File: config.mk
export PLATFORM = sky130hd
export DESIGN_NAME = mem_port_arbiter_flat
export DESIGN_NICKNAME = d
export VERILOG_FILES = /design/src/rtl/mem_arb_pkg.sv /design/src/rtl/mem_port_arbiter_if.sv /design/src/rtl/mem_arb_select.sv /design/src/rtl/mem_port_arbiter.sv /design/src/flat_wrapper.sv
export SDC_FILE = /design/constraint.sdc
export NUM_CORES = 1
export LEC_CHECK = 0
export ABC_AREA = 1
export CAP_MARGIN = 20
export CELL_PAD_IN_SITES_DETAIL_PLACEMENT = 1
export CELL_PAD_IN_SITES_GLOBAL_PLACEMENT = 1
export CORE_MARGIN = 2
export CORE_UTILIZATION = 28
export CTS_BUF_LIST = sky130_fd_sc_hd__clkbuf_16
export CTS_CLUSTER_SIZE = 10
export DETAILED_ROUTE_END_ITERATION = 6
export GPL_ROUTABILITY_DRIVEN = 0
export GPL_TIMING_DRIVEN = 0
export PLACE_DENSITY = 0.87
export SYNTH_ARGS = -nofsm -noshare
export SYNTH_HDL_FRONTEND = slang
export SYNTH_SLANG_ARGS = --single-unit
File: constraint.sdc
create_clock -name clk -period 2.1 [get_ports clk]
set_input_delay 0.525 -clock clk [delete_from_list [all_inputs] [get_ports clk]]
set_output_delay 0.525 -clock clk [all_outputs]
set_load 0.05 [all_outputs]
File: src/rtl/mem_arb_pkg.sv
// Shared types and defaults for the IF/MEM single-port memory arbiter.
package mem_arb_pkg;

    localparam int unsigned DEF_ADDR_W     = 32;
    localparam int unsigned DEF_DATA_W     = 32;
    localparam int unsigned DEF_STARVE_LIM = 4;
    localparam int unsigned PERF_W         = 32;

    typedef enum logic [1:0] {
        ST_IDLE = 2'd0,
        ST_REQ  = 2'd1,
        ST_WAIT = 2'd2,
        ST_DONE = 2'd3
    } arb_state_e;

    typedef enum logic {
        OWN_DATA = 1'b0,
        OWN_INST = 1'b1
    } owner_e;

endpackage

File: src/rtl/mem_port_arbiter_if.sv
// Requester, memory and stall signals of the arbiter; slave = arbiter view, master = pipeline/memory view.
interface mem_port_arbiter_if #(
    parameter int unsigned ADDR_W = mem_arb_pkg::DEF_ADDR_W,
    parameter int unsigned DATA_W = mem_arb_pkg::DEF_DATA_W
);
    logic              d_req;
    logic              d_we;
    logic [ADDR_W-1:0] d_addr;
    logic [DATA_W-1:0] d_wdata;
    logic              d_gnt;
    logic              d_rvalid;
    logic [DATA_W-1:0] d_rdata;
    logic              i_req;
    logic [ADDR_W-1:0] i_addr;
    logic              i_gnt;
    logic              i_rvalid;
    logic [DATA_W-1:0] i_rdata;
    logic              mem_req;
    logic              mem_we;
    logic [ADDR_W-1:0] mem_addr;
    logic [DATA_W-1:0] mem_wdata;
    logic              mem_ready;
    logic              mem_rvalid;
    logic [DATA_W-1:0] mem_rdata;
    logic              stall_f;
    logic              stall_m;

    modport slave (
        input  d_req, d_we, d_addr, d_wdata, i_req, i_addr, mem_ready, mem_rvalid, mem_rdata,
        output d_gnt, d_rvalid, d_rdata, i_gnt, i_rvalid, i_rdata,
        output mem_req, mem_we, mem_addr, mem_wdata, stall_f, stall_m
    );

    modport master (
        output d_req, d_we, d_addr, d_wdata, i_req, i_addr, mem_ready, mem_rvalid, mem_rdata,
        input  d_gnt, d_rvalid, d_rdata, i_gnt, i_rvalid, i_rdata,
        input  mem_req, mem_we, mem_addr, mem_wdata, stall_f, stall_m
    );

endinterface

File: src/rtl/mem_arb_select.sv
// Fixed data-first winner selection with a saturating streak counter that guarantees fetch progress.
module mem_arb_select #(
    parameter int unsigned STARVE_LIM = mem_arb_pkg::DEF_STARVE_LIM
) (
    input  logic clk,
    input  logic rst,
    input  logic d_req_i,
    input  logic i_req_i,
    input  logic grant_i,
    output logic win_inst_c
);

    localparam int unsigned CNT_W = $clog2(STARVE_LIM + 1);
    localparam logic [CNT_W-1:0] LIM = CNT_W'(STARVE_LIM);

    logic [CNT_W-1:0] streak_q, streak_d;

    assign win_inst_c = i_req_i & (~d_req_i | (streak_q == LIM));

    // Streak counts data wins taken while fetch was waiting.
    always_comb begin
        streak_d = streak_q;
        if (grant_i) begin
            if (win_inst_c || !i_req_i) begin
                streak_d = '0;
            end else if (streak_q != LIM) begin
                streak_d = streak_q + CNT_W'(1);
            end
        end
    end

    always_ff @(posedge clk) begin
        if (rst) begin
            streak_q <= '0;
        end else begin
            streak_q <= streak_d;
        end
    end

endmodule

File: src/rtl/mem_port_arbiter.sv
// Single-outstanding arbiter sharing one memory port between fetch and data, with pipeline stalls.
// Optional ARB_PERF_CNT_EN adds conflict/stall performance counters.
module mem_port_arbiter
    import mem_arb_pkg::*;
#(
    parameter int unsigned ADDR_W     = DEF_ADDR_W,
    parameter int unsigned DATA_W     = DEF_DATA_W,
    parameter int unsigned STARVE_LIM = DEF_STARVE_LIM
) (
    input  logic                clk,
    input  logic                rst,
    mem_port_arbiter_if.slave   bus
`ifdef ARB_PERF_CNT_EN
    ,
    output logic [PERF_W-1:0]   perf_conflict_cnt,
    output logic [PERF_W-1:0]   perf_stall_cnt
`endif
);

    arb_state_e        state_q, state_d;
    owner_e            owner_q, owner_d;
    logic              we_q, we_d;
    logic [ADDR_W-1:0] addr_q, addr_d;
    logic [DATA_W-1:0] wdata_q, wdata_d;
    logic [DATA_W-1:0] rdata_q, rdata_d;
    logic              d_gnt_q, d_gnt_d, i_gnt_q, i_gnt_d;
    logic              d_rvalid_q, d_rvalid_d, i_rvalid_q, i_rvalid_d;
    logic              mem_req_q, mem_req_d;
    logic              any_req_c, grant_c, win_inst_c, stall_f_c;

    assign any_req_c = bus.d_req | bus.i_req;
    assign grant_c   = (state_q == ST_IDLE) & any_req_c;

    mem_arb_select #(.STARVE_LIM(STARVE_LIM)) u_select (
        .clk        (clk),
        .rst        (rst),
        .d_req_i    (bus.d_req),
        .i_req_i    (bus.i_req),
        .grant_i    (grant_c),
        .win_inst_c (win_inst_c)
    );

    // Next state plus next values of every registered output.
    always_comb begin
        state_d    = state_q;
        owner_d    = owner_q;
        we_d       = we_q;
        addr_d     = addr_q;
        wdata_d    = wdata_q;
        rdata_d    = rdata_q;
        d_gnt_d    = 1'b0;
        i_gnt_d    = 1'b0;
        d_rvalid_d = 1'b0;
        i_rvalid_d = 1'b0;
        mem_req_d  = 1'b0;
        case (state_q)
            ST_IDLE: begin
                if (any_req_c) begin
                    state_d   = ST_REQ;
                    owner_d   = win_inst_c ? OWN_INST : OWN_DATA;
                    we_d      = win_inst_c ? 1'b0 : bus.d_we;
                    addr_d    = win_inst_c ? bus.i_addr : bus.d_addr;
                    wdata_d   = win_inst_c ? '0 : bus.d_wdata;
                    mem_req_d = 1'b1;
                    d_gnt_d   = ~win_inst_c;
                    i_gnt_d   = win_inst_c;
                end
            end
            ST_REQ: begin
                if (bus.mem_ready) begin
                    state_d = ST_WAIT;
                end else begin
                    mem_req_d = 1'b1;
                end
            end
            ST_WAIT: begin
                if (bus.mem_rvalid) begin
                    state_d    = ST_DONE;
                    rdata_d    = bus.mem_rdata;
                    d_rvalid_d = (owner_q == OWN_DATA);
                    i_rvalid_d = (owner_q == OWN_INST);
                end
            end
            ST_DONE: begin
                state_d = ST_IDLE;
            end
            default: begin
                state_d = ST_IDLE;
            end
        endcase
    end

    always_ff @(posedge clk) begin
        if (rst) begin
            state_q    <= ST_IDLE;
            owner_q    <= OWN_DATA;
            we_q       <= 1'b0;
            addr_q     <= '0;
            wdata_q    <= '0;
            rdata_q    <= '0;
            d_gnt_q    <= 1'b0;
            i_gnt_q    <= 1'b0;
            d_rvalid_q <= 1'b0;
            i_rvalid_q <= 1'b0;
            mem_req_q  <= 1'b0;
        end else begin
            state_q    <= state_d;
            owner_q    <= owner_d;
            we_q       <= we_d;
            addr_q     <= addr_d;
            wdata_q    <= wdata_d;
            rdata_q    <= rdata_d;
            d_gnt_q    <= d_gnt_d;
            i_gnt_q    <= i_gnt_d;
            d_rvalid_q <= d_rvalid_d;
            i_rvalid_q <= i_rvalid_d;
            mem_req_q  <= mem_req_d;
        end
    end

    assign stall_f_c     = bus.i_req & ~i_rvalid_q;
    assign bus.stall_f   = stall_f_c;
    assign bus.stall_m   = bus.d_req & ~d_rvalid_q;
    assign bus.d_gnt     = d_gnt_q;
    assign bus.i_gnt     = i_gnt_q;
    assign bus.d_rvalid  = d_rvalid_q;
    assign bus.i_rvalid  = i_rvalid_q;
    assign bus.d_rdata   = rdata_q;
    assign bus.i_rdata   = rdata_q;
    assign bus.mem_req   = mem_req_q;
    assign bus.mem_we    = we_q;
    assign bus.mem_addr  = addr_q;
    assign bus.mem_wdata = wdata_q;

`ifdef ARB_PERF_CNT_EN
    logic [PERF_W-1:0] conflict_q, stall_q;

    // Free-running, wrapping event counters.
    always_ff @(posedge clk) begin
        if (rst) begin
            conflict_q <= '0;
            stall_q    <= '0;
        end else begin
            if ((state_q == ST_IDLE) && bus.d_req && bus.i_req) begin
                conflict_q <= conflict_q + PERF_W'(1);
            end
            if (stall_f_c) begin
                stall_q <= stall_q + PERF_W'(1);
            end
        end
    end

    assign perf_conflict_cnt = conflict_q;
    assign perf_stall_cnt    = stall_q;
`endif

endmodule
File: src/flat_wrapper.sv
// flat-port wrapper written by rule: the top's interface ports become plain ports
module mem_port_arbiter_flat import mem_arb_pkg::*;
#(
    parameter int unsigned ADDR_W     = DEF_ADDR_W,
    parameter int unsigned DATA_W     = DEF_DATA_W,
    parameter int unsigned STARVE_LIM = DEF_STARVE_LIM
)
  (clk, rst, bus_d_req, bus_d_we, bus_d_addr, bus_d_wdata, bus_i_req, bus_i_addr, bus_mem_ready, bus_mem_rvalid, bus_mem_rdata, bus_d_gnt, bus_d_rvalid, bus_d_rdata, bus_i_gnt, bus_i_rvalid, bus_i_rdata, bus_mem_req, bus_mem_we, bus_mem_addr, bus_mem_wdata, bus_stall_f, bus_stall_m);
  mem_port_arbiter_if #(.ADDR_W(ADDR_W), .DATA_W(DATA_W)) bus_i ();
  input  logic clk;
  input  logic rst;
  input wire logic [$bits(bus_i.d_req)-1:0] bus_d_req;
  input wire logic [$bits(bus_i.d_we)-1:0] bus_d_we;
  input wire logic [$bits(bus_i.d_addr)-1:0] bus_d_addr;
  input wire logic [$bits(bus_i.d_wdata)-1:0] bus_d_wdata;
  input wire logic [$bits(bus_i.i_req)-1:0] bus_i_req;
  input wire logic [$bits(bus_i.i_addr)-1:0] bus_i_addr;
  input wire logic [$bits(bus_i.mem_ready)-1:0] bus_mem_ready;
  input wire logic [$bits(bus_i.mem_rvalid)-1:0] bus_mem_rvalid;
  input wire logic [$bits(bus_i.mem_rdata)-1:0] bus_mem_rdata;
  output wire logic [$bits(bus_i.d_gnt)-1:0] bus_d_gnt;
  output wire logic [$bits(bus_i.d_rvalid)-1:0] bus_d_rvalid;
  output wire logic [$bits(bus_i.d_rdata)-1:0] bus_d_rdata;
  output wire logic [$bits(bus_i.i_gnt)-1:0] bus_i_gnt;
  output wire logic [$bits(bus_i.i_rvalid)-1:0] bus_i_rvalid;
  output wire logic [$bits(bus_i.i_rdata)-1:0] bus_i_rdata;
  output wire logic [$bits(bus_i.mem_req)-1:0] bus_mem_req;
  output wire logic [$bits(bus_i.mem_we)-1:0] bus_mem_we;
  output wire logic [$bits(bus_i.mem_addr)-1:0] bus_mem_addr;
  output wire logic [$bits(bus_i.mem_wdata)-1:0] bus_mem_wdata;
  output wire logic [$bits(bus_i.stall_f)-1:0] bus_stall_f;
  output wire logic [$bits(bus_i.stall_m)-1:0] bus_stall_m;
  assign bus_i.d_req = bus_d_req;
  assign bus_i.d_we = bus_d_we;
  assign bus_i.d_addr = bus_d_addr;
  assign bus_i.d_wdata = bus_d_wdata;
  assign bus_i.i_req = bus_i_req;
  assign bus_i.i_addr = bus_i_addr;
  assign bus_i.mem_ready = bus_mem_ready;
  assign bus_i.mem_rvalid = bus_mem_rvalid;
  assign bus_i.mem_rdata = bus_mem_rdata;
  assign bus_d_gnt = bus_i.d_gnt;
  assign bus_d_rvalid = bus_i.d_rvalid;
  assign bus_d_rdata = bus_i.d_rdata;
  assign bus_i_gnt = bus_i.i_gnt;
  assign bus_i_rvalid = bus_i.i_rvalid;
  assign bus_i_rdata = bus_i.i_rdata;
  assign bus_mem_req = bus_i.mem_req;
  assign bus_mem_we = bus_i.mem_we;
  assign bus_mem_addr = bus_i.mem_addr;
  assign bus_mem_wdata = bus_i.mem_wdata;
  assign bus_stall_f = bus_i.stall_f;
  assign bus_stall_m = bus_i.stall_m;
  mem_port_arbiter #(.ADDR_W(ADDR_W), .DATA_W(DATA_W), .STARVE_LIM(STARVE_LIM)) u_core (.clk(clk), .rst(rst), .bus(bus_i));
endmodule
==> results.md <==
- Sequential element share of the synthesized area: between 40 and 50%
- Die Wd: between 100 and 150 µm
- Final hold vios: 0
- Register-to-Register Path Depth: 8
- Die Y-Extent: between 100 and 150 µm
- CTS tree: yes
- Synth warn: 0
- Clock Tree Buf Depth: 2
- Commonest cells after routing, fill and taps aside: clkdlybuf4s50_1, nand2_1, nor2_1
- Leakage: approximately 4.2 nW
- Pwr dens: 1360 nW/µm²
- DR vias: 5,580
- Final worst setup slack: approximately 0.02 ns
- Unique masters post-synth: 19
- Hold/Removal Path Class: reg -> reg
- IR drop worst, VDD: 0.726 mV
- Reg clk slew, reported paths: approximately 0.080 ns
- Design area: about 8200 µm²
- Setup tns final: 0 ns
- Layout cell share with drive strength beyond 1: 7.53%
- Area contributors post-synth: dfxtp_1, nand2_1, nor2_1
- Ports: 271
- Cell Area, Synth: around 5000 µm²
- # nets final: between 1,000 and 1,500
- Placed cell areas: ~8000 µm²
- Commonest non-fill, non-tap cell in the layout: clkdlybuf4s50_1
- First-pass detailed-route iteration total: 4
- DRC: 0
- Synthesized Nets: approximately 900
- Finished Core Util: 47.5%
- Status: finished, final reports clean
- Vias in the first global route: between 5,000 and 6,000
- Postcts setup bufs: 0
- Die footprint: around 19,000 µm²
- Detailed Place HPWL: roughly 15,000 µm
- Hold_sp: u_core.owner_q$_SDFFE_PP0P_
- Routed WL: ~19,000 µm
- CTS root buffer: clkbuf_16
- # diodes: 0
- Core area: around 17,000 µm²
- Htree depth: 3
- Max Cap Viol: 0
- Pre-CTS setup slack: -0.506 ns
- Mapped Cells: ~740
- Post-DRT Antenna Nets: 0
- Critical path's slowest cell: clkdlybuf4s50_1
- Crit path arrival time: 1.55 ns
- Min Tclk post-route: 2.08 ns
- Crit-path cells: clkdlybuf4s50_1
- Largest net degree at the start of global routing: 19
- Clock latency on the worst-skew pair: 0.36 ns
- I/O Buffers: between 200 and 300
- GRT Util Overall: 19.9%
- First-pass GRT wire length: between 20,000 and 30,000 µm
- Critical Path RT: roughly 1.6 ns
- Syn Area/Cell: between 6 and 7 µm²
- Synth Register Bits: approximately 110
- CP top delay family: buffers and inverters
- GR Overflow Total: 0
- CP max FO: 3
- Hold Path Cell Cnt: 1
- Yosys top cell area share: between 40% and 50%
- Initial antenna violation count: 0
- WHS Endpoint: u_core.bus.d_rvalid$_SDFF_PP0_
- Critical Path Start Type: flip-flop
- Cell taking the most area after synthesis: dfxtp_1
- Total power: approximately 11 mW
- Setup Skew: between 0.01 and 0.015 ns
- R2R Path Start: u_core.u_select.streak_q[0]$_SDFFE_PP0P_
- Max Clk Rate: 481 MHz
- Endpoint type of the worst setup path: output port
- FF-to-FF setup slack: 0.27 ns
- Layout area overhead: 65.7%
- Reg-to-Reg End: u_core.bus.mem_wdata[3]$_SDFFE_PP0P_
- Max stage delay on crit path: slightly above 0.8 ns
- Vias per std cell: ~4.5
- WL/cell: around 15 µm
- Max-slew violation count: 0
- 1st-iter DRT viols: 196
- Num rows: 48
- Initial Util: ~29%
- Worst Path Buf+Inv: 1
- Least-Margin Pin Slew: roughly 0.6 ns
- Slew headroom: 60.7%
- Hold buffer count at cts: 0
- Tcrit/Tclk final: 99.0%
- Clock tree sinks: around 110
- Fill cells: 2,196
- Crit path kind: reg -> out
- Cts bufs inserted: 9
- Final Setup Violations: 0
==> timing repair <==
action,in CTS,in global routing
endpoints found under the setup margin,37,26
pin swaps,0,0
resized for setup,44,26
==> cells in the mapped netlist, drive strengths merged <==
| cell | count |
|---|---|
| clkbuf | 22 |
| a21oi | 70 |
| o22ai | 1 |
| nand3 | 37 |
| ha | 6 |
| inv | 81 |
| nor3 | 1 |
| nor2 | 138 |
| nand4 | 2 |
| dfxtp | 108 |
| o21ai | 65 |
| nand2 | 148 |
| buf | 58 |
==> registers in the layout, summed over array words and instances, names as in the netlist <==
signal                    cells
u_core.bus.mem_wdata         32
u_core.owner_q                1
u_core.bus.i_gnt              1
u_core.bus.d_rvalid           1
u_core.bus.d_gnt              1
u_core.bus.d_rdata           32
u_core.bus.i_rvalid           1
u_core.bus.mem_req            1
u_core.u_select.streak_q      3
u_core.bus.mem_we             1
u_core.state_q                2
u_core.bus.mem_addr          32
==> power breakdown <==
group / leakage, nW / switching, mW / internal, mW
sequential: 0.890 / 0.338 / 2.67
clock: 0.136 / 0.841 / 0.814
combinational: 3.16 / 4.39 / 2.15
total: 4.19 / 5.57 / 5.63
==> through the flow <==
step                hold WS, ns  instances
floorplan                 0.398        737
global placement          0.460       1232
detailed placement        0.461       1232
CTS                       0.467       1247
global route              0.477       1247
finish                    0.453       1247
==> cell families after synthesis <==
logic type / after synthesis / share of synthesized area [%]
compound gates: 136 / 13.7
fa+ha+maj: 6 / 1.51
buf+inv: 161 / 15.6
flops: 108 / 43.4
simple gates: 326 / 25.7
==> layout make-up <==
type	instances	area [µm²]	share of cell area, %
Sequential cell	108	2160	26.2
Clock inverter	6	48.8	0.592
Inverter	81	304	3.69
Multi-Input combinational cell	468	2040	24.7
Timing Repair Buffer	270	2710	32.9
Buffer	80	474	5.75
Tap cell	225	282	3.42
Clock buffer	9	225	2.73
==> metal layers <==
layer	vias up	GRT usage, %	share of wire (%)
met4	0	6.53	2.2
met1	2538	21.4	38
met3	26	6.92	9.5
met5	-	0	0
li1	2812	-	-
met2	204	36.3	50
==> worst max-delay path by stage <==
stage | from | end | cells past startpoint
5_1_grt | u_core.bus.d_rdata[25]$_SDFFE_PP0P_ | bus_d_rdata[25] | 1
3_5_place_dp | bus_i_req | bus_stall_f | 4
2_1_floorplan | bus_d_req | bus_stall_m | 2
4_1_cts | bus_d_req | bus_stall_m | 4
3_3_place_gp | bus_i_req | bus_stall_f | 4
6_report | u_core.bus.d_rdata[25]$_SDFFE_PP0P_ | bus_d_rdata[25] | 1
==> worst reg2reg max path, delay by kind of cell (launching register included) <==
kind | cells | cell delay (ns)
AND/OR/NAND/NOR | 4 | 0.57
buffers and inverters | 2 | 0.49
flip-flops | 1 | 0.36
adder cells (fa/ha/maj) | 1 | 0.19
AO/OA/AOI/OAI | 1 | 0.15
(Power assumes the default switching activity.)
